==> src/rtl/cnn_pkg.sv <==
// Shared widths, operand/accumulator types and pipeline timing for the 3x3 convolution engine.
package cnn_pkg;

  localparam int unsigned DATA_W      = 32;
  localparam int unsigned ACC_W       = 32;
  // Cycles from an enabled a/b pair until its term is visible in acc.
  localparam int unsigned MAC_LATENCY = 2;

  typedef logic signed [DATA_W-1:0] data_t;
  typedef logic signed [ACC_W-1:0]  acc_t;

endpackage

==> src/rtl/relu_stage.sv <==
// Combinational ReLU clamp: negative values become zero, all others pass unchanged.
module relu_stage #(
  parameter int unsigned W = cnn_pkg::ACC_W
) (
  input  logic signed [W-1:0] i_val,
  output logic signed [W-1:0] o_val_c
);

  assign o_val_c = i_val[W-1] ? '0 : i_val;

endmodule

==> src/rtl/mac_relu_datapath.sv <==
// Two-stage pipelined signed multiply-accumulate with a combinational ReLU on the accumulator.
module mac_relu_datapath #(
  parameter int unsigned DATA_W = cnn_pkg::DATA_W,
  parameter int unsigned ACC_W  = cnn_pkg::ACC_W
) (
  input  logic                     clk,
  input  logic                     rst,
  input  logic                     enable,
  input  logic signed [DATA_W-1:0] a,
  input  logic signed [DATA_W-1:0] b,
  output logic signed [ACC_W-1:0]  acc,
  output logic signed [ACC_W-1:0]  relu_acc
);

  localparam int unsigned PROD_W = 2 * DATA_W;

  logic signed [ACC_W-1:0] w_prod;
  logic signed [ACC_W-1:0] r_prod_q;
  logic                    r_prod_v;
  logic signed [ACC_W-1:0] r_acc;

  // Full-width signed product, truncated to the accumulator width.
  assign w_prod = ACC_W'(PROD_W'(a) * PROD_W'(b));

  // Stage 1: product register and its valid flag.
  always_ff @(posedge clk) begin
    if (rst) begin
      r_prod_q <= '0;
      r_prod_v <= 1'b0;
    end else begin
      r_prod_q <= w_prod;
      r_prod_v <= enable;
    end
  end

  // Stage 2: wrapping accumulate; holds whenever no valid product is in flight.
  always_ff @(posedge clk) begin
    if (rst) begin
      r_acc <= '0;
    end else if (r_prod_v) begin
      r_acc <= r_acc + r_prod_q;
    end
  end

  assign acc = r_acc;

  relu_stage #(
    .W(ACC_W)
  ) u_relu (
    .i_val  (r_acc),
    .o_val_c(relu_acc)
  );

endmodule

==> config.mk <==
export PLATFORM = sky130hd
export DESIGN_NAME = mac_relu_datapath
export DESIGN_NICKNAME = d
export VERILOG_FILES = /design/src/rtl/cnn_pkg.sv /design/src/rtl/relu_stage.sv /design/src/rtl/mac_relu_datapath.sv
export SDC_FILE = /design/constraint.sdc
export NUM_CORES = 1
export LEC_CHECK = 0
export CAP_MARGIN = 40
export CORE_ASPECT_RATIO = 1.2
export CORE_UTILIZATION = 63
export CTS_CLUSTER_DIAMETER = 40
export DETAILED_ROUTE_END_ITERATION = 8
export PLACE_DENSITY = 0.82
export SKIP_CTS_REPAIR_TIMING = 1
export SLEW_MARGIN = 20
export SYNTH_ARGS = -nofsm -noshare
export SYNTH_HDL_FRONTEND = slang
export SYNTH_SLANG_ARGS = --single-unit
==> constraint.sdc <==
create_clock -name clk -period 20.2 [get_ports clk]
set_input_delay 4.04 -clock clk [delete_from_list [all_inputs] [get_ports clk]]
set_output_delay 4.04 -clock clk [all_outputs]
set_load 0.01 [all_outputs]
==> impl_metrics.ini <==
[status]
status = finished, final reports clean

[die]
die_outline_area_um2 = 32410
initial_core_util_pct = 63.84
io-pin-count = 131
floorplan.die.height_um = 197.0
core_area_um2 = 31270
floorplan.die.width_um = 164.5
rows = 71

[run]
maxCapViolations = 0

[drt]
detailedRoute.firstPassIterationCount = 7
routed_wire_length_per_instance_um = 18.07
postRouteAntennaNets = 0
post_route_drc_violation_count = 0
drt-vias-per-instance = 5.661
dr.first_iter.drc_count = 920
wl_um = 48980
detailroute.via_count = 15348

[timing]
final.setup.tns_ns = 0
timing.max_slew.rel_slack_pct = 42.24
clock-skew-final_ns = 0.005581
final_max_slew_viol_count = 0
hold_slack_ns = 0.5090
timing.final.crit_period_ns = 11.24
fmaxAchievable_ghz = 0.08894
timing_hold_violations_final = 0
setup_repair_after_global_routing_missed_its_margin = no
report.final.setup_viol = 0
post-route-period-util_pct = 55.66
worstMarginPinSlew_ns = 0.8637

[worst_setup_path]
startpoint_type = primary input
worstRegToRegCells = 11
critPathRequiredTime_ns = 20.39
crit_path_class = in2reg
worstPathMaxFanout = 20
end_kind = flop
worst-endpoint-arrival_ns = 11.44

[clocking]
cts.htree.levels = 3
clockBufferDepth = 2
worst_setup_hold_path_clk_slew_ns = 0.05
cts_bufs_inserted = 9
clock_sink_count = 65
clock_latency_on_the_worst_skew_pair_ns = 0.33
clk_root_buffer_cell = clkbuf_16
tritoncts = done

[synthesis]
synth-warning-count = 0
synth-edff-count = 0
post_synth.cell_area_avg_um2 = 8.925
postSynthCellCount = 2237
mappedNetlistArea_um2 = 19960
synth_flop_cell = dfxtp_1
ys_ff_latch = 65
asyncSetResetFlopFracSynth_pct = 0
synth_nets = 2894
synthDistinctLibCells = 64
yosysSeqAreaShare_pct = 6.518

[global_routing]
grt_usage_pct = 32.35
grt_pass1_vias = 16764
global_route_wire_length_before_repair_um = 81560
grt_overflow = 0
largest_net_degree_at_the_start_of_global_routing = 79
antenna_found_initial = 1

[cells_and_area]
syn_to_final_growth_pct = 10.06
fillers = 2404
finalNetCount = 2961
layout-drive-gt1-share_pct = 2.382
multi_input_area_um2 = 16630
register_area_um2 = 1303

[placed_design]
dp_hpwl_um = 40030
finalWeightedCongestion = 0.8907
place.port_buffers = 129

[hold_path]
worst_hold_path.num_cells = 2
timing.hold.worst.class = reg2reg
## worst paths after layout
path            from           end  slack (ns)
max            a[12]  r_prod_q[31]        8.96
min          acc[26]       acc[26]        0.51
max reg2reg   acc[0]       acc[30]       16.88
min reg2reg  acc[26]       acc[26]        0.51
## cell type report
class                      count  area share [%]
clock buffer                   9           1.025
antenna                        1         0.01139
multi-input combinational   1632           75.70
clock inverter                 7          0.2847
tap                          401           2.283
timing repair buffer         159           7.306
inverter                     437           7.465
sequential                    65           5.928
## stage by stage
stage / cells / cell area [um^2] / setup slack [ns] / utilization (%)
2_1_floorplan: 2237 / 19960 / 9.925 / -
3_3_place_gp: 2681 / 21490 / 8.686 / 68.73
3_5_place_dp: 2691 / 21640 / 8.713 / 69.19
4_1_cts: 2707 / 21920 / 9.072 / 70.11
5_1_grt: 2710 / 21970 / 8.671 / 70.26
6_report: 2711 / 21970 / 8.956 / 70.27
## routing by layer
metal / share of wire [%] / global-route usage [%] / vias to the layer above
met5: 0 / 0 / -
li1: - / - / 6864
met1: 38 / 38.12 / 7688
met2: 51 / 57.42 / 634
met4: 4.9 / 16.55 / 0
met3: 6.3 / 4.125 / 162
## placed cells by master, fill, tap and decap left out, drive strengths merged, types with 31 or more instances in the layout
master and count:
and2 352, buf 31, dfxtp 65, o21ai 43, inv 441, nor2 72, a21oi 38, fa 409
nor2b 38, ha 181, clkdlybuf4s50 128, nand2 211, xnor2 70
## flip-flops by register name (all words and copies together) (netlist names)
name and count:
acc 32, r_prod_q 32, r_prod_v 1
## cell usage after synthesis (all sizes together), types with 6 or more instances
master | instances | area, um^2
xor2 | 23 | 201.4
a21o | 20 | 150.1
inv | 437 | 1640
fa | 409 | 8188
dfxtp | 65 | 1301
ha | 181 | 2265
nand2 | 211 | 792.0
o21ai | 43 | 215.2
nor2 | 72 | 270.3
or3 | 8 | 50.05
and2 | 352 | 2202
nand2b | 21 | 131.4
nor3 | 20 | 100.1
clkbuf | 98 | 367.9
xnor2 | 70 | 613.1
a211oi | 15 | 112.6
mux2i | 15 | 150.1
nor2b | 38 | 237.7
o21a | 18 | 135.1
a21oi | 38 | 190.2
nor3b | 6 | 45.04
## kinds of logic after synthesis
| group | after synthesis | synth area share (%) |
|---|---|---|
| and+or+nand+nor | 758 | 20.21 |
| adders and majority gates | 590 | 52.36 |
| buffers and inverters | 540 | 10.17 |
| AOI/OAI and AO/OA | 173 | 5.728 |
| xor gates and xnor gates | 94 | 4.193 |
| DFF | 65 | 6.518 |
| muxes | 16 | 0.8084 |
| other | 1 | 0.01878 |
## critical path, stage by stage
cell,delay [ns]
clkdlybuf4s50_1,0.85
and2_1,0.42
fa_1,0.55
fa_1,0.43
fa_1,0.50
inv_1,0.08
fa_1,0.54
inv_1,0.05
ha_1,0.27
ha_1,0.29
fa_1,0.49
inv_1,0.05
fa_1,0.48
inv_1,0.05
ha_1,0.37
a21o_1,0.22
a2111o_1,0.39
a41oi_1,0.46
o32ai_1,0.25
o21ai_0,0.31
o21ai_0,0.17
xnor2_1,0.15
nor2_1,0.05
Power is not shown: default switching activity piles up to over one toggle a cycle in this logic, so the estimate is an artifact.
